**src/rtl/axis_fifo_status_if.sv**
```systemverilog
// AXI4-Stream bundle used on both sides of axis_fifo_status.
// The master drives payload and tvalid; the slave drives tready.
interface axis_fifo_status_if #(
    parameter int DATA_WIDTH = 8,
    parameter int KEEP_WIDTH = DATA_WIDTH / 8,
    parameter int ID_WIDTH   = 8,
    parameter int DEST_WIDTH = 8,
    parameter int USER_WIDTH = 1
);
    logic [DATA_WIDTH-1:0] tdata;
    logic [KEEP_WIDTH-1:0] tkeep;
    logic                  tvalid;
    logic                  tready;
    logic                  tlast;
    logic [ID_WIDTH-1:0]   tid;
    logic [DEST_WIDTH-1:0] tdest;
    logic [USER_WIDTH-1:0] tuser;

    modport master (output tdata, tkeep, tvalid, tlast, tid, tdest, tuser, input tready);
    modport slave  (input tdata, tkeep, tvalid, tlast, tid, tdest, tuser, output tready);
endinterface

```
**src/rtl/axis_fifo_status.sv**
```systemverilog
// AXI4-Stream FIFO with frame mode, oversize-frame drop and occupancy/threshold status.
// Optional AXIS_FIFO_PAUSE_EN adds pause_req/pause_ack to halt the output at frame boundaries.
module axis_fifo_status #(
    parameter int ADDR_WIDTH     = 4,
    parameter int DATA_WIDTH     = 8,
    parameter bit KEEP_ENABLE    = (DATA_WIDTH > 8),
    parameter int KEEP_WIDTH     = DATA_WIDTH / 8,
    parameter bit LAST_ENABLE    = 1'b1,
    parameter bit ID_ENABLE      = 1'b0,
    parameter int ID_WIDTH       = 8,
    parameter bit DEST_ENABLE    = 1'b0,
    parameter int DEST_WIDTH     = 8,
    parameter bit USER_ENABLE    = 1'b1,
    parameter int USER_WIDTH     = 1,
    parameter bit FRAME_FIFO     = 1'b1,
    parameter bit DROP_WHEN_FULL = 1'b0,
    parameter bit DROP_BAD_FRAME = 1'b0,
    parameter logic [USER_WIDTH-1:0] USER_BAD_FRAME_VALUE = 1'b1,
    parameter logic [USER_WIDTH-1:0] USER_BAD_FRAME_MASK  = 1'b1
) (
    input  logic                  clk,
    input  logic                  rst,
    axis_fifo_status_if.slave     s_axis,
    axis_fifo_status_if.master    m_axis,
    input  logic [ADDR_WIDTH:0]   cfg_almost_full_thresh,
    input  logic [ADDR_WIDTH:0]   cfg_almost_empty_thresh,
`ifdef AXIS_FIFO_PAUSE_EN
    input  logic                  pause_req,
    output logic                  pause_ack,
`endif
    output logic [ADDR_WIDTH:0]   status_depth,
    output logic [ADDR_WIDTH:0]   status_frame_count,
    output logic                  status_almost_full,
    output logic                  status_almost_empty,
    output logic                  status_overflow,
    output logic                  status_bad_frame,
    output logic                  status_good_frame
);
    localparam int DEPTH = 2 ** ADDR_WIDTH;

    typedef logic [ADDR_WIDTH:0] ptr_t;
    localparam ptr_t PTR_ONE = ptr_t'(1);

    typedef struct packed {
        logic [DATA_WIDTH-1:0] data;
        logic [KEEP_WIDTH-1:0] keep;
        logic                  last;
        logic [ID_WIDTH-1:0]   id;
        logic [DEST_WIDTH-1:0] dest;
        logic [USER_WIDTH-1:0] user;
    } beat_t;

    beat_t ram [DEPTH];
    beat_t in_beat, mem_beat, out_beat;

    ptr_t wr_ptr, wr_ptr_cur, rd_ptr, depth_now;
    logic drop_frame;
    logic [1:0] vld_pipe;  // [0] RAM read register, [1] output register
    logic full, full_cur, full_wr, empty;
    logic s_ready, s_xfer, drop_beat, bad_last, commit;
    logic m_xfer, out_load, rd_en, rd_last, hold;

    function automatic logic wrapped(input ptr_t a, input ptr_t b);
        return (a[ADDR_WIDTH] != b[ADDR_WIDTH]) && (a[ADDR_WIDTH-1:0] == b[ADDR_WIDTH-1:0]);
    endfunction

    assign full      = wrapped(wr_ptr, rd_ptr);
    assign full_cur  = wrapped(wr_ptr_cur, rd_ptr);
    assign full_wr   = wrapped(wr_ptr_cur, wr_ptr);  // current frame alone fills the RAM
    assign empty     = (wr_ptr == rd_ptr);
    assign depth_now = wr_ptr - rd_ptr;

    assign in_beat = '{data: s_axis.tdata,
                       keep: s_axis.tkeep,
                       last: LAST_ENABLE ? s_axis.tlast : 1'b1,
                       id:   s_axis.tid,
                       dest: s_axis.tdest,
                       user: s_axis.tuser};

    // Oversize frames must be swallowed, otherwise backpressure would never release
    always_comb begin
        s_ready = 1'b1;
        if (!FRAME_FIFO)
            s_ready = !full;
        else if (!DROP_WHEN_FULL)
            s_ready = !full_cur || full_wr || drop_frame;
    end

    assign s_axis.tready = s_ready;
    assign s_xfer    = s_axis.tvalid && s_ready;
    assign drop_beat = drop_frame || full_wr || (DROP_WHEN_FULL && full_cur);
    assign bad_last  = DROP_BAD_FRAME && USER_ENABLE && in_beat.last &&
                       ((s_axis.tuser & USER_BAD_FRAME_MASK) == (USER_BAD_FRAME_VALUE & USER_BAD_FRAME_MASK));
    assign commit    = s_xfer && in_beat.last && (!FRAME_FIFO || !(drop_beat || bad_last));

    assign m_xfer   = vld_pipe[1] && m_axis.tready;
    assign out_load = (!vld_pipe[1] || m_xfer) && vld_pipe[0] && !hold;
    assign rd_en    = (!vld_pipe[0] || out_load) && !empty;
    assign rd_last  = ram[rd_ptr[ADDR_WIDTH-1:0]].last;

`ifdef AXIS_FIFO_PAUSE_EN
    logic out_mid;  // output register holds a beat of an unfinished frame

    always_ff @(posedge clk) begin
        if (rst)
            out_mid <= 1'b0;
        else if (out_load)
            out_mid <= !mem_beat.last;
    end

    assign hold      = pause_req && !out_mid;
    assign pause_ack = hold && !vld_pipe[1];
`else
    assign hold = 1'b0;
`endif

    always_ff @(posedge clk) begin
        if (s_xfer && (!FRAME_FIFO || !drop_beat))
            ram[wr_ptr_cur[ADDR_WIDTH-1:0]] <= in_beat;
        if (rd_en)
            mem_beat <= ram[rd_ptr[ADDR_WIDTH-1:0]];
        if (out_load)
            out_beat <= mem_beat;
    end

    always_ff @(posedge clk) begin
        if (rst) begin
            wr_ptr            <= '0;
            wr_ptr_cur        <= '0;
            drop_frame        <= 1'b0;
            status_good_frame <= 1'b0;
            status_bad_frame  <= 1'b0;
            status_overflow   <= 1'b0;
        end else begin
            if (s_xfer) begin
                if (FRAME_FIFO && drop_beat) begin
                    drop_frame <= !in_beat.last;
                    if (in_beat.last)
                        wr_ptr_cur <= wr_ptr;
                end else if (FRAME_FIFO && bad_last) begin
                    wr_ptr_cur <= wr_ptr;
                end else begin
                    wr_ptr_cur <= wr_ptr_cur + PTR_ONE;
                    if (!FRAME_FIFO || in_beat.last)
                        wr_ptr <= wr_ptr_cur + PTR_ONE;
                end
            end
            status_good_frame <= commit;
            status_bad_frame  <= FRAME_FIFO && s_xfer && !drop_beat && bad_last;
            status_overflow   <= FRAME_FIFO && s_xfer && drop_beat && in_beat.last;
        end
    end

    always_ff @(posedge clk) begin
        if (rst) begin
            rd_ptr              <= '0;
            vld_pipe            <= '0;
            status_depth        <= '0;
            status_frame_count  <= '0;
            status_almost_full  <= 1'b0;
            status_almost_empty <= 1'b1;
        end else begin
            if (rd_en) begin
                rd_ptr      <= rd_ptr + PTR_ONE;
                vld_pipe[0] <= 1'b1;
            end else if (out_load) begin
                vld_pipe[0] <= 1'b0;
            end
            if (out_load)
                vld_pipe[1] <= 1'b1;
            else if (m_xfer)
                vld_pipe[1] <= 1'b0;

            status_depth        <= depth_now;
            status_almost_full  <= (depth_now >= cfg_almost_full_thresh);
            status_almost_empty <= (depth_now <= cfg_almost_empty_thresh);

            case ({commit, rd_en && rd_last})
                2'b10:   status_frame_count <= status_frame_count + PTR_ONE;
                2'b01:   status_frame_count <= status_frame_count - PTR_ONE;
                default: status_frame_count <= status_frame_count;
            endcase
        end
    end

    assign m_axis.tvalid = vld_pipe[1];
    assign m_axis.tdata  = out_beat.data;
    assign m_axis.tkeep  = KEEP_ENABLE ? out_beat.keep : '1;
    assign m_axis.tlast  = LAST_ENABLE ? out_beat.last : 1'b1;
    assign m_axis.tid    = ID_ENABLE   ? out_beat.id   : '0;
    assign m_axis.tdest  = DEST_ENABLE ? out_beat.dest : '0;
    assign m_axis.tuser  = USER_ENABLE ? out_beat.user : '0;
endmodule
```
**src/flat_wrapper.sv**
```systemverilog
// flat-port wrapper written by rule: the top's interface ports become plain ports
module axis_fifo_status_flat 
#(
    parameter int ADDR_WIDTH     = 4,
    parameter int DATA_WIDTH     = 8,
    parameter bit KEEP_ENABLE    = (DATA_WIDTH > 8),
    parameter int KEEP_WIDTH     = DATA_WIDTH / 8,
    parameter bit LAST_ENABLE    = 1'b1,
    parameter bit ID_ENABLE      = 1'b0,
    parameter int ID_WIDTH       = 8,
    parameter bit DEST_ENABLE    = 1'b0,
    parameter int DEST_WIDTH     = 8,
    parameter bit USER_ENABLE    = 1'b1,
    parameter int USER_WIDTH     = 1,
    parameter bit FRAME_FIFO     = 1'b1,
    parameter bit DROP_WHEN_FULL = 1'b0,
    parameter bit DROP_BAD_FRAME = 1'b0,
    parameter logic [USER_WIDTH-1:0] USER_BAD_FRAME_VALUE = 1'b1,
    parameter logic [USER_WIDTH-1:0] USER_BAD_FRAME_MASK  = 1'b1
)
  (clk, rst, cfg_almost_full_thresh, cfg_almost_empty_thresh, status_depth, status_frame_count, status_almost_full, status_almost_empty, status_overflow, status_bad_frame, status_good_frame, s_axis_tdata, s_axis_tkeep, s_axis_tvalid, s_axis_tlast, s_axis_tid, s_axis_tdest, s_axis_tuser, s_axis_tready, m_axis_tdata, m_axis_tkeep, m_axis_tvalid, m_axis_tlast, m_axis_tid, m_axis_tdest, m_axis_tuser, m_axis_tready);
  axis_fifo_status_if #(.DATA_WIDTH(DATA_WIDTH), .KEEP_WIDTH(KEEP_WIDTH), .ID_WIDTH(ID_WIDTH), .DEST_WIDTH(DEST_WIDTH), .USER_WIDTH(USER_WIDTH)) s_axis_i ();
  axis_fifo_status_if #(.DATA_WIDTH(DATA_WIDTH), .KEEP_WIDTH(KEEP_WIDTH), .ID_WIDTH(ID_WIDTH), .DEST_WIDTH(DEST_WIDTH), .USER_WIDTH(USER_WIDTH)) m_axis_i ();
  input  logic clk;
  input  logic rst;
  input  logic [ADDR_WIDTH:0] cfg_almost_full_thresh;
  input  logic [ADDR_WIDTH:0] cfg_almost_empty_thresh;
  output logic [ADDR_WIDTH:0] status_depth;
  output logic [ADDR_WIDTH:0] status_frame_count;
  output logic status_almost_full;
  output logic status_almost_empty;
  output logic status_overflow;
  output logic status_bad_frame;
  output logic status_good_frame;
  input wire logic [$bits(s_axis_i.tdata)-1:0] s_axis_tdata;
  input wire logic [$bits(s_axis_i.tkeep)-1:0] s_axis_tkeep;
  input wire logic [$bits(s_axis_i.tvalid)-1:0] s_axis_tvalid;
  input wire logic [$bits(s_axis_i.tlast)-1:0] s_axis_tlast;
  input wire logic [$bits(s_axis_i.tid)-1:0] s_axis_tid;
  input wire logic [$bits(s_axis_i.tdest)-1:0] s_axis_tdest;
  input wire logic [$bits(s_axis_i.tuser)-1:0] s_axis_tuser;
  output wire logic [$bits(s_axis_i.tready)-1:0] s_axis_tready;
  output wire logic [$bits(m_axis_i.tdata)-1:0] m_axis_tdata;
  output wire logic [$bits(m_axis_i.tkeep)-1:0] m_axis_tkeep;
  output wire logic [$bits(m_axis_i.tvalid)-1:0] m_axis_tvalid;
  output wire logic [$bits(m_axis_i.tlast)-1:0] m_axis_tlast;
  output wire logic [$bits(m_axis_i.tid)-1:0] m_axis_tid;
  output wire logic [$bits(m_axis_i.tdest)-1:0] m_axis_tdest;
  output wire logic [$bits(m_axis_i.tuser)-1:0] m_axis_tuser;
  input wire logic [$bits(m_axis_i.tready)-1:0] m_axis_tready;
  assign s_axis_i.tdata = s_axis_tdata;
  assign s_axis_i.tkeep = s_axis_tkeep;
  assign s_axis_i.tvalid = s_axis_tvalid;
  assign s_axis_i.tlast = s_axis_tlast;
  assign s_axis_i.tid = s_axis_tid;
  assign s_axis_i.tdest = s_axis_tdest;
  assign s_axis_i.tuser = s_axis_tuser;
  assign s_axis_tready = s_axis_i.tready;
  assign m_axis_tdata = m_axis_i.tdata;
  assign m_axis_tkeep = m_axis_i.tkeep;
  assign m_axis_tvalid = m_axis_i.tvalid;
  assign m_axis_tlast = m_axis_i.tlast;
  assign m_axis_tid = m_axis_i.tid;
  assign m_axis_tdest = m_axis_i.tdest;
  assign m_axis_tuser = m_axis_i.tuser;
  assign m_axis_i.tready = m_axis_tready;
  axis_fifo_status #(.ADDR_WIDTH(ADDR_WIDTH), .DATA_WIDTH(DATA_WIDTH), .KEEP_ENABLE(KEEP_ENABLE), .KEEP_WIDTH(KEEP_WIDTH), .LAST_ENABLE(LAST_ENABLE), .ID_ENABLE(ID_ENABLE), .ID_WIDTH(ID_WIDTH), .DEST_ENABLE(DEST_ENABLE), .DEST_WIDTH(DEST_WIDTH), .USER_ENABLE(USER_ENABLE), .USER_WIDTH(USER_WIDTH), .FRAME_FIFO(FRAME_FIFO), .DROP_WHEN_FULL(DROP_WHEN_FULL), .DROP_BAD_FRAME(DROP_BAD_FRAME), .USER_BAD_FRAME_VALUE(USER_BAD_FRAME_VALUE), .USER_BAD_FRAME_MASK(USER_BAD_FRAME_MASK)) u_core (.clk(clk), .rst(rst), .s_axis(s_axis_i), .m_axis(m_axis_i), .cfg_almost_full_thresh(cfg_almost_full_thresh), .cfg_almost_empty_thresh(cfg_almost_empty_thresh), .status_depth(status_depth), .status_frame_count(status_frame_count), .status_almost_full(status_almost_full), .status_almost_empty(status_almost_empty), .status_overflow(status_overflow), .status_bad_frame(status_bad_frame), .status_good_frame(status_good_frame));
endmodule
```
**config.mk**
```make
export PLATFORM = sky130hd
export DESIGN_NAME = axis_fifo_status_flat
export DESIGN_NICKNAME = d
export VERILOG_FILES = /design/src/rtl/axis_fifo_status_if.sv /design/src/rtl/axis_fifo_status.sv /design/src/flat_wrapper.sv
export SDC_FILE = /design/constraint.sdc
export NUM_CORES = 1
export LEC_CHECK = 0
export ABC_CLOCK_PERIOD_IN_PS = 4600
export BUFFER_PORTS_ARGS = -buffer_cell sky130_fd_sc_hd__buf_4
export CORE_ASPECT_RATIO = 0.6
export CORE_UTILIZATION = 50
export DETAILED_ROUTE_END_ITERATION = 7
export GPL_TIMING_DRIVEN = 0
export PLACE_DENSITY = 0.78
export RECOVER_POWER = 100
export SYNTH_ARGS = -nofsm -noshare
export SYNTH_HDL_FRONTEND = slang
export SYNTH_SLANG_ARGS = --single-unit
```
**constraint.sdc**
```tcl
create_clock -name clk -period 4.6 [get_ports clk]
set_input_delay 0.69 -clock clk [delete_from_list [all_inputs] [get_ports clk]]
set_output_delay 0.69 -clock clk [all_outputs]
set_load 0.01 [all_outputs]
```
# Word-level counts from Yosys, hierarchy flattened
# Memories as Yosys holds them, arrays and structs flattened. A register that Yosys moved wholly into a read port is not among the register bits.
# Index checks and enable logic that the tools add are counted.
[word_totals] regBits=52 ramBits=432 in_bits=41 output_inout_bits=44 n_memories=1
[mem_list] memory="u_core.ram" depth=16 word_bits=27 rd=1 rd_clocked_by_memory_dff=1 write_ports=1 line="axis_fifo_status.sv:53" rtl="beat_t ram [DEPTH];"
[classes] addsub=5 order_cmp=2 n_eq_ne=8 n_mux=11 n_bitwise=1 n_reduce_logical=29
[ops] operator="$add 5x1->5 const B" count=3
[ops] operator="$logic_and 1x1->1" count=12
[ops] operator="$mux 5" count=2
[ops] operator="$pmux 5 s2" count=1
[ops] operator="$eq 4x4->1" count=2
[ops] operator="$mux 4" count=2
[ops] operator="$logic_not 1->1" count=6
[ops] operator="$mux 1" count=6
[ops] operator="$reduce_bool 2->1" count=3
[ops] operator="$eq 5x5->1" count=1
[ops] operator="$ge 5x5->1" count=1
[ops] operator="$le 5x5->1" count=1
[ops] operator="$logic_or 1x1->1" count=5
[ops] operator="$sub 5x1->5 const B" count=1
[ops] operator="$sub 5x5->5" count=1
[ops] operator="$reduce_and 2->1" count=2
[ops] operator="$reduce_and 3->1" count=1
[ops] operator="$eq 2x1->1 const B" count=1
[ops] operator="$eq 2x2->1 const B" count=1
[ops] operator="$ne 1x1->1" count=2
[ops] operator="$ne 2x2->1 const B" count=1
[ops] operator="$not 1->1" count=1

# Longest topological paths before layout
# Gate-level depths: netlist of the first run.
[depth] ltp_word=10 mapped_depth=15 depth_no_buf=15

# Worst setup path after synthesis of the first run
# No wires, ideal clock.
[synth_timing] path_kind="register to register" from="register u_core.rd_ptr[2]" to="register u_core.status_frame_count[4]" setup_time_ns=0.070 arrival_ns=3.424 setup_slack_ns=1.105 stages_incl_launch_ff=16 n_path_buf=0 synth_period_minus_slack_ns=3.495 cell_sequence="dfxtp_1 -> inv_1 -> ha_1 -> nand4_1 -> nor2_1 -> a21oi_1 -> and2_1 -> ha_1 -> inv_1 -> fa_1 -> nor2b_1 -> o21a_1 -> nor2_1 -> xnor2_1 -> or3_1 -> a21oi_1"
[synth_between] word_cells_on_any_way=16
[synth_rtl] element="start, declared" line="axis_fifo_status.sv:56" rtl="ptr_t wr_ptr, wr_ptr_cur, rd_ptr, depth_now;"
[synth_rtl] element="start signal, assigned" line="axis_fifo_status.sv:164" rtl="rd_ptr <= rd_ptr + PTR_ONE;"
[synth_rtl] element="$eq 5x5->1 *" line="axis_fifo_status.sv:70" rtl="assign empty = (wr_ptr == rd_ptr);"
[synth_rtl] element="$logic_not 1->1 *" line="axis_fifo_status.sv:98" rtl="assign rd_en = (!vld_pipe[0] || out_load) && !empty;"
[synth_rtl] element="$logic_and 1x1->1 *" line="axis_fifo_status.sv:98"
[synth_rtl] element="named net u_core.rd_en" line="axis_fifo_status.sv:61" rtl="logic m_xfer, out_load, rd_en, rd_last, hold;"
[synth_rtl] element="$logic_and 1x1->1 *" line="axis_fifo_status.sv:178" rtl="case ({commit, rd_en && rd_last})"
[synth_rtl] element="$eq 2x1->1 / $eq 2x2->1 (equally long branches)" line="axis_fifo_status.sv:178"
[synth_rtl] element="$pmux 5 s2 / $reduce_bool 2->1 (equally long branches)"
[synth_rtl] element="end signal, assigned" line="axis_fifo_status.sv:179" rtl="2'b10: status_frame_count <= status_frame_count + PTR_ONE;"
[synth_rtl] element="end signal, assigned" line="axis_fifo_status.sv:180" rtl="2'b01: status_frame_count <= status_frame_count - PTR_ONE;"
[synth_rtl] element="end signal, assigned" line="axis_fifo_status.sv:181" rtl="default: status_frame_count <= status_frame_count;"
[synth_rtl] element="end, declared" line="axis_fifo_status.sv:32" rtl="output logic [ADDR_WIDTH:0] status_frame_count,"
# The timed path passes the listed nets; every way through them passes the cells marked *.
# A chain may end at the register's enable or synchronous reset.

==> run summary, run 1 <==
sequential-to-total area share from yosys stat - 68.8%
Max FO, Critical Path - 10
Hold EP - u_core.m_axis.tlast
Ys Warns - 0
final hold violation count - 0
Starting Density - 51.6%
CTS max path bufs - 3
Final Util - 58.9%
Clk pin slew, worst setup/hold paths - 0.07 ns
max-cap viol count - 1
number of synthesized flops with an enable pin - 180
worst slew pin tran - 1.51 ns
leakage - 0.00357 uW
R2R Path End - u_core.status_frame_count[4]
WHS Path Cells - 0
total CTS buffers - 21
number of inserted diodes - 0
RSZ-0062 raised after global routing - no
largest net degree at the start of global routing - 18
beginning of the worst hold path - u_core.mem_beat[17]
clk sinks - 216
# port buffers - 48
Antenna Nets Post-Route - 0
Yosys cell types - 39
Worst Setup End Kind - register
Combinational Power Share - 23.2%
relative slew slack - -1.37%
share of cells above drive strength 1 - 19.3%
Die X - 174 um
GRT overflow - 0
initial antenna violation count - 0
Final Max Tran Viols - 11
Avg Vias per Cell - 5.71
r2r setup slk - 0.73 ns
gpl congestion - 0.866
crit path cell chain - clkbuf_1, buf_2, mux4_2, mux4_2, and2_0, ha_1, ha_1, nor2b_1, o21a_1, nor2_1, xnor2_1, or3_1, a21oi_1
Clock power frac - 31.8%
wire per inst - 22.5 um
initial detailed-routing violation count - 581
Fill cells - 1,255
Seq cells post-synth - 216
DP HPWL - 12.3 mm
worst skew pair latency - 0.50 ns
Peak Freq - 259 MHz
startpoint types - register
die area - 0.0184 mm^2
DRC - 0
cell count of the worst reg-to-reg path - 13
first-pass GRT wire length - 29.2 mm
critical path arrival - 4.29 ns
minimum clock period - 3.87 ns
Max rail drop VDD - 0.000262 V
pwr/cell area - 528 mW/mm^2
DRT Pass-1 Iters - 6
Die Y - 105 um
post-CTS sizing - 0
CP max-delay cell - mux4_2
Mapped Cells - 519
cell class contributing the biggest share of worst-path delay - multiplexers
min-delay worst type - register to register
Worst EP required - 5.02 ns
Final Net Count - 672
Post-Syn Area - 0.00891 mm^2
Seq pwr share - 44.9%
fin crit share - 84.1%
synthesis-to-layout area growth - 14.2%
Clock Tree Root - clkbuf_16
CP Buf/Inv Count - 2
Crit Path Class - register to register
Area contributors post-synth - edfxtp_1, mux4_2, dfxtp_1
Core ar. - 0.0173 mm^2
post-synth top area share - 60.7%
Mean Syn Cell Area - 17.2 um^2
CTS tree - done
CTS Hold Bufs - 0
crit-path max cell delay - 0.60 ns
setup violators final - 0
ys async rst share - 0%
final wirelength - 19.2 mm
internal power - 3890 uW
vias in the first global route - 4,861
TNS Setup - 0 ns
Max Clock Skew - 0.0161 ns
post-synth top area cell - edfxtp_1
I/O pins - 85
P_sw - 1480 uW
failing checks - capacitance limit, slew limit
buffers inserted by post-CTS timing repair - 0
Vias - 4,885
Synth Flop Type - edfxtp_1
FP Rows - 37
H-tree depth - 1
status - finished, violations left
Switching Share - 27.6%
gr usage total - 21.6%
## worst max-delay path by stage
stage / from / slack, ns / endpoint / cells after the start
6_report: register / 0.73 / u_core.status_frame_count[4] / 13
3_5_place_dp: register / 0.72 / u_core.status_frame_count[4] / 13
2_1_floorplan: u_core.rd_ptr[2] / 1.11 / u_core.status_frame_count[4] / 15
4_1_cts: register / 0.72 / u_core.status_frame_count[4] / 13
5_1_grt: register / 0.46 / u_core.status_frame_count[4] / 13
3_3_place_gp: u_core.wr_ptr[0] / 0.44 / u_core.status_frame_count[4] / 15
## per-layer routing
layer  wire length [um]  GRT usage, %
met2               8720          32.5
met4                425          6.02
met3               1880          5.01
met5                  0             0
met1               8220          31.6
## power by group through the flow
stage	sequential (uW)	clock [uW]	combinational, uW
6_report	2410	1710	1250
5_1_grt	2430	1800	1360
4_1_cts	2410	1730	1310
3_5_place_dp	2450	0	1300
3_3_place_gp	2440	0	1230
2_1_floorplan	2470	0	837
## metrics by stage
step / instance area [um^2] / worst slack, ns / power, uW / hold WS, ns / cells
floorplan: 8970 / 1.11 / 3300 / 0.400 / 535
CTS: 10300 / 0.716 / 5460 / 0.424 / 855
finish: 10200 / 0.732 / 5370 / 0.420 / 855
detailed placement: 9630 / 0.723 / 3750 / 0.408 / 817
global route: 10200 / 0.461 / 5590 / 0.431 / 855
global placement: 9620 / 0.442 / 3680 / 0.406 / 817
## layout by cell type (no fill, tap or decap), types with 4 or more instances in the layout
| cell | count |
|---|---|
| mux4_2 | 50 |
| nor3_1 | 5 |
| buf_2 | 5 |
| edfxtp_1 | 180 |
| and3_1 | 17 |
| ha_1 | 23 |
| mux2i_1 | 5 |
| a21oi_1 | 16 |
| xor2_1 | 12 |
| nand2_1 | 8 |
| clkbuf_8 | 5 |
| buf_4 | 31 |
| o21ai_0 | 6 |
| nor2b_1 | 11 |
| a21o_1 | 8 |
| nand3_1 | 7 |
| inv_1 | 22 |
| nor2_1 | 27 |
| conb_1 | 18 |
| dfxtp_1 | 36 |
| clkbuf_16 | 23 |
| nand4_1 | 4 |
| clkbuf_1 | 57 |
| xnor2_1 | 12 |
## cells by family (layout without fill, tap and decap cells)
family	after synthesis	count (layout)	synth area share, %
AOI/OAI and AO/OA	42	42	2.98
muxes	55	55	13.2
DFF	216	216	68.8
and+or+nand+nor	91	91	5.25
xor gates and xnor gates	24	24	2.36
other	2	18	0.0843
buffers and inverters	64	150	3.65
adders and majority gates	25	25	3.68
## worst reg2reg max path, cell delays in order (launching register included)
cell and delay, ns:
dfxtp_1 0.31, clkbuf_1 0.28, buf_2 0.41, mux4_2 0.60, mux4_2 0.50, and2_0 0.17
ha_1 0.25, ha_1 0.32, nor2b_1 0.16, o21a_1 0.16, nor2_1 0.10, xnor2_1 0.08
or3_1 0.31, a21oi_1 0.14
## cell type report
| class | instances | area, um^2 | share of cell area, % |
|---|---|---|---|
| plain buffers | 42 | 231 | 2.28 |
| clock buffers | 34 | 668 | 6.57 |
| clock inverters | 4 | 31.3 | 0.308 |
| inverters | 22 | 82.6 | 0.812 |
| multi-input cells | 255 | 2510 | 24.7 |
| flip-flops and latches | 216 | 6130 | 60.2 |
| well taps | 234 | 293 | 2.88 |
| repair buffers | 48 | 229 | 2.25 |
## Yosys cell counts (3+ instances only)
master	number
nand3_1	7
ha_1	23
a31oi_1	3
dfxtp_1	36
inv_1	22
or3_1	3
and2_1	3
nor2_1	27
o21ai_0	6
mux2i_1	5
a21o_1	7
nor3_1	5
edfxtp_1	180
a21oi_1	17
and3_1	17
clkbuf_1	13
xnor2_1	12
buf_4	18
nand4_1	4
xor2_1	12
nor2b_1	11
nand2_1	8
mux4_2	50
buf_2	8
## flip-flops by register name (all words and copies together) (netlist names), 2 cells and up, named ones only
signal and flops:
u_core.m_axis.tdata 8, u_core.mem_beat 10, u_core.ram 160, u_core.rd_ptr 5
u_core.status_depth 5, u_core.status_frame_count 5, u_core.vld_pipe 2, u_core.wr_ptr 5
u_core.wr_ptr_cur 5
Power figures use the tool's default switching activity.
==> run 2, diff against run 1 <==
ABC_CLOCK_PERIOD_IN_PS = 3800   (was 4600)
clock period = 3.8 ns   (was 4.6 ns; I/O delays follow)
==> run 2 against run 1 <==
Compared with the run above:
- the run still ends with capacitance limit, slew limit left
- wire length barely moved
- sequential share of layout area fell by 0.054 points
- clock power rose by 21%
- sequential cell count did not move
- fmax rose by 9.5%
- highest routed layer unchanged
==> run summary, run 2 (synthesis gave the netlist of run 1 again) <==
Largest register FFs - 160
final instance area - 0.0102 mm^2
Vias - 4,879
vias in the first global route - 4,861
Peak Freq - 283 MHz
wire per inst - 22.5 um
placed cell area - 0.00963 mm^2
register area - 0.00613 mm^2
fin crit share - 93.0%
Final Net Count - 673
worst skew pair latency - 0.49 ns
max-cap viol count - 1
Clk pin slew, worst setup/hold paths - 0.07 ns
Die Y - 105 um
CP endpoint - u_core.status_frame_count[4]
cell count of the worst reg-to-reg path - 12
Avg Vias per Cell - 5.70
R2R Path End - u_core.status_frame_count[4]
first-pass GRT wire length - 29.2 mm
final wirelength - 19.3 mm
pwr/cell area - 641 mW/mm^2
critical path arrival - 3.95 ns
DP HPWL - 12.3 mm
Starting Density - 51.6%
Hold Slack - 0.387 ns
H-tree depth - 1
DR WL met3 - 1.78 mm
initial antenna violation count - 0
Core ar. - 0.0173 mm^2
top sig layer - met4
Worst EP required - 4.22 ns
r2r setup slk - 0.27 ns
WL met2 - 8.73 mm
largest net degree at the start of global routing - 18
initial detailed-routing violation count - 521
leakage - 0.00358 uW
min-delay worst type - input pin to register
Clock Tree Root - clkbuf_16
DRC - 0
failing checks - capacitance limit, slew limit
final hold violation count - 0
startpoint types - register
# port buffers - 48
Antenna Nets Post-Route - 0
Die X - 174 um
minimum clock period - 3.53 ns
Max rail drop VDD - 0.000318 V
RSZ-0062 raised after global routing - no
relative slew slack - -1.69%
Crit Path Class - register to register
setup violators final - 0
GRT overflow - 0
CTS max path bufs - 3
gpl congestion - 0.866
area occupied by multi-input gates - 0.00251 mm^2
Worst Setup End Kind - register
clk sinks - 216
Metal-1 WL - 8.28 mm
DRT Pass-1 Iters - 5
Max FO, Critical Path - 10
worst slew pin tran - 1.51 ns
gr usage total - 21.6%
commonest non-fill, non-tap cell in the layout - edfxtp_1
total CTS buffers - 21
number of inserted diodes - 0
synthesis-to-layout area growth - 14.3%
share of cells above drive strength 1 - 19.9%
commonest cells after routing, fill and taps aside - edfxtp_1, clkbuf_1, mux4_2, dfxtp_1, buf_4
CTS tree - done
die area - 0.0184 mm^2
Final Max Tran Viols - 11
I/O pins - 85
Fill cells - 1,252
FP Rows - 37
status - finished, violations left
Max Clock Skew - 0.0125 ns
==> run 2: worst min path at each step <==
stage / from / to / slack (ns) / cells past startpoint
6_report: m_axis_tready / u_core.vld_pipe[0] / 0.39 / 4
5_1_grt: m_axis_tready / u_core.vld_pipe[0] / 0.40 / 4
4_1_cts: s_axis_tdata[6] / u_core.ram[5][25] / 0.38 / 1
3_5_place_dp: u_core.mem_beat[21] / u_core.m_axis.tdata[2] / 0.41 / 0
3_3_place_gp: u_core.mem_beat[17] / u_core.m_axis.tlast / 0.41 / 0
2_1_floorplan: u_core.mem_beat[19] / u_core.m_axis.tdata[0] / 0.40 / 0
==> run 2: final cells by class <==
type                    count  area share (%)
clock inverters             4           0.307
flip-flops and latches    216            60.2
inverters                  22           0.811
plain buffers              40            2.26
well taps                 234            2.88
multi-input cells         255            24.6
clock buffers              34            6.56
repair buffers             51            2.40
==> run 2: metal layers <==
metal	global-route usage, %	vias to the layer above
li1	-	2135
met3	5.01	39
met4	6.02	0
met2	32.5	266
met5	0	-
met1	31.6	2439
==> run 2: repair_timing <==
action                                  in CTS  in global routing
gates resized for setup                      1                  5
buffers inserted                             0                  3
endpoints found under the setup margin       1                  1
hold buffers                                 0                  0
pin swaps                                    0                  0
==> run 2: report_power, final <==
part           leakage [uW]  total (uW)  internal [uW]  switching (uW)
sequential          0.00193        2930           2820             110
clock              0.000343        2070           1210             860
combinational       0.00131        1520            690             833
total               0.00358        6530           4720            1800
==> run 2: metrics by stage <==
stage               total power (uW)  setup slack [ns]  util, %  TNS [ns]  std cells
floorplan                       4000             0.305        -         0        535
global placement                4450            -0.358     55.7    -0.385        817
detailed placement              4540           -0.0770     55.8   -0.0770        817
CTS                             6610           0.00879     59.8         0        855
global route                    6780            0.0368     59.0         0        856
finish                          6530             0.268     59.0         0        856
==> run 2: worst max-delay path: stages (launching register included) <==
cell,delay (ns)
dfxtp_2,0.41
buf_4,0.26
mux4_2,0.58
mux4_2,0.51
and2_0,0.17
ha_1,0.25
ha_1,0.32
nor2b_1,0.16
o21a_1,0.16
nor2_1,0.10
xnor2_1,0.08
or3_1,0.31
a21oi_1,0.14
==> run 3, diff against run 2 <==
SETUP_SLACK_MARGIN = 0.3   (was unset)
==> run 3 against run 2 <==
Compared with the run above:
- critical path type is now input pin to register
- clock power about the same
- global-route usage up 0.15 points
- die area unchanged
- the flow still finishes with violations (capacitance limit, slew limit)
- highest routed layer unchanged
- clock skew up 0.0011 ns
==> run summary, run 3 (synthesis gave the netlist of run 1 again) <==
I/O pins - 85
minimum clock period - 3.44 ns
H-tree depth - 1
Max FO, Critical Path - 17
crit path cell chain - clkbuf_1, clkbuf_1, inv_1, or3_1, clkbuf_2, ha_1, ha_1, nor2b_1, o21a_1, nor2_1, xnor2_1, or3_1, a21oi_1
startpoint types - input pin
final wirelength - 19.4 mm
Worst path depth - 13
fin crit share - 90.6%
Critical path origin - s_axis_tlast
Final Util - 59.4%
P_sw - 1820 uW
final hold violation count - 0
commonest cells after routing, fill and taps aside - edfxtp_1, clkbuf_1, mux4_2, dfxtp_1, buf_4
crit-path max cell delay - 0.59 ns
DP HPWL - 12.3 mm
Place WS - -0.0770 ns
FP Rows - 37
worst slew pin tran - 1.52 ns
Largest register FFs - 160
r2r setup slk - 0.41 ns
Starting Density - 51.6%
total CTS buffers - 21
CP Buf/Inv Count - 4
DRT Pass-1 Iters - 5
Worst EP required - 4.22 ns
initial detailed-routing violation count - 607
largest net degree at the start of global routing - 18
die area - 0.0184 mm^2
CTS tree - done
Switching Share - 27.6%
Combinational Power Share - 24.2%
DRC - 0
beginning of the worst hold path - m_axis_tready
Die Y - 105 um
Max Clock Skew - 0.0137 ns
commonest non-fill, non-tap cell in the layout - edfxtp_1
Vias - 4,940
vias in the first global route - 4,863
top sig layer - met4
Clock Tree Root - clkbuf_16
Worst Setup End Kind - register
worst skew pair latency - 0.49 ns
critical path arrival - 3.87 ns
Seq pwr share - 44.4%
setup violators final - 0
Final Max Tran Viols - 11
WL met2 - 8.81 mm
gpl congestion - 0.866
GRT overflow - 0
initial antenna violation count - 0
cell count of the worst reg-to-reg path - 13
Core ar. - 0.0173 mm^2
Clk pin slew, worst setup/hold paths - 0.06 ns
CTS Hold Bufs - 0
Die X - 174 um
status - finished, violations left
Metal-1 WL - 8.00 mm
# port buffers - 48
internal power - 4770 uW
Max rail drop VDD - 0.000319 V
Hold Slack - 0.421 ns
Crit Path Class - input pin to register
pwr/cell area - 642 mW/mm^2
wire per inst - 22.5 um
number of inserted diodes - 0
first-pass GRT wire length - 29.4 mm
share of cells above drive strength 1 - 21.0%
gr usage total - 21.7%
Final Net Count - 679
failing checks - capacitance limit, slew limit
Clock power frac - 31.4%
clk sinks - 216
CTS max path bufs - 3
relative slew slack - -1.83%
synthesis-to-layout area growth - 15.2%
leakage - 0.00362 uW
final worst slack - 0.356 ns
CP endpoint - u_core.status_frame_count[4]
Antenna Nets Post-Route - 0
Avg Vias per Cell - 5.73
max-cap viol count - 1
R2R Path End - u_core.status_frame_count[4]
CP max-delay cell - clkbuf_1
RSZ-0062 raised after global routing - no
DR WL met3 - 2.14 mm
Overall Power - 6590 uW
cell class contributing the biggest share of worst-path delay - buffers and inverters
min-delay worst type - input pin to register
Peak Freq - 290 MHz
==> run 3: what timing repair did <==
action / in CTS / in global routing
buffers inserted: 1 / 6
endpoints found under the setup margin: 2 / 1
resized for setup: 9 / 13
hold endpoints to repair: 0 / 0
pin swaps: 0 / 0
==> run 3: layout make-up <==
class	instances	area (um^2)
plain buffers	42	265
clock buffers	34	668
well taps	234	293
inverters	22	82.6
flip-flops and latches	216	6130
clock inverters	4	31.3
repair buffers	55	274
multi-input cells	255	2520
fillers	1247	7010
==> run 3: metal layers <==
layer,global-route usage (%),up-vias
met4,6.02,0
met5,0,-
met2,33.0,278
met1,31.9,2460
met3,4.62,43
li1,-,2159
==> run 3: stage by stage <==
stage                     area [um^2]  setup TNS, ns  std cells
final                           10300              0        862
after global placement           9620         -0.385        817
after detailed placement         9630        -0.0770        817
after global routing            10300              0        862
after floorplan                  8970              0        535
after CTS                       10400              0        856
==> run 3: power by group through the flow <==
stage	registers [uW]	logic [uW]	clock network (uW)
final	2930	1590	2070
after global routing	2950	1720	2170
after CTS	2920	1630	2100
after detailed placement	2970	1570	0
after global placement	2960	1490	0
after floorplan	2980	1010	0
==> run 3: worst min-delay path by stage <==
stage,end,slack [ns],cells past startpoint
after floorplan,u_core.m_axis.tdata[0],0.40,0
after global placement,u_core.m_axis.tlast,0.41,0
after detailed placement,u_core.m_axis.tdata[2],0.41,0
after CTS,u_core.ram[5][25],0.38,1
after global routing,u_core.m_axis.tuser,0.43,0
final,u_core.vld_pipe[0],0.42,4
==> run 3: tightest hold or removal path, delay by kind of cell <==
kind                   cells  cell delay [ns]
AND/OR/NAND/NOR            2             0.16
buffers and inverters      1             0.08
AO/OA/AOI/OAI              1             0.05
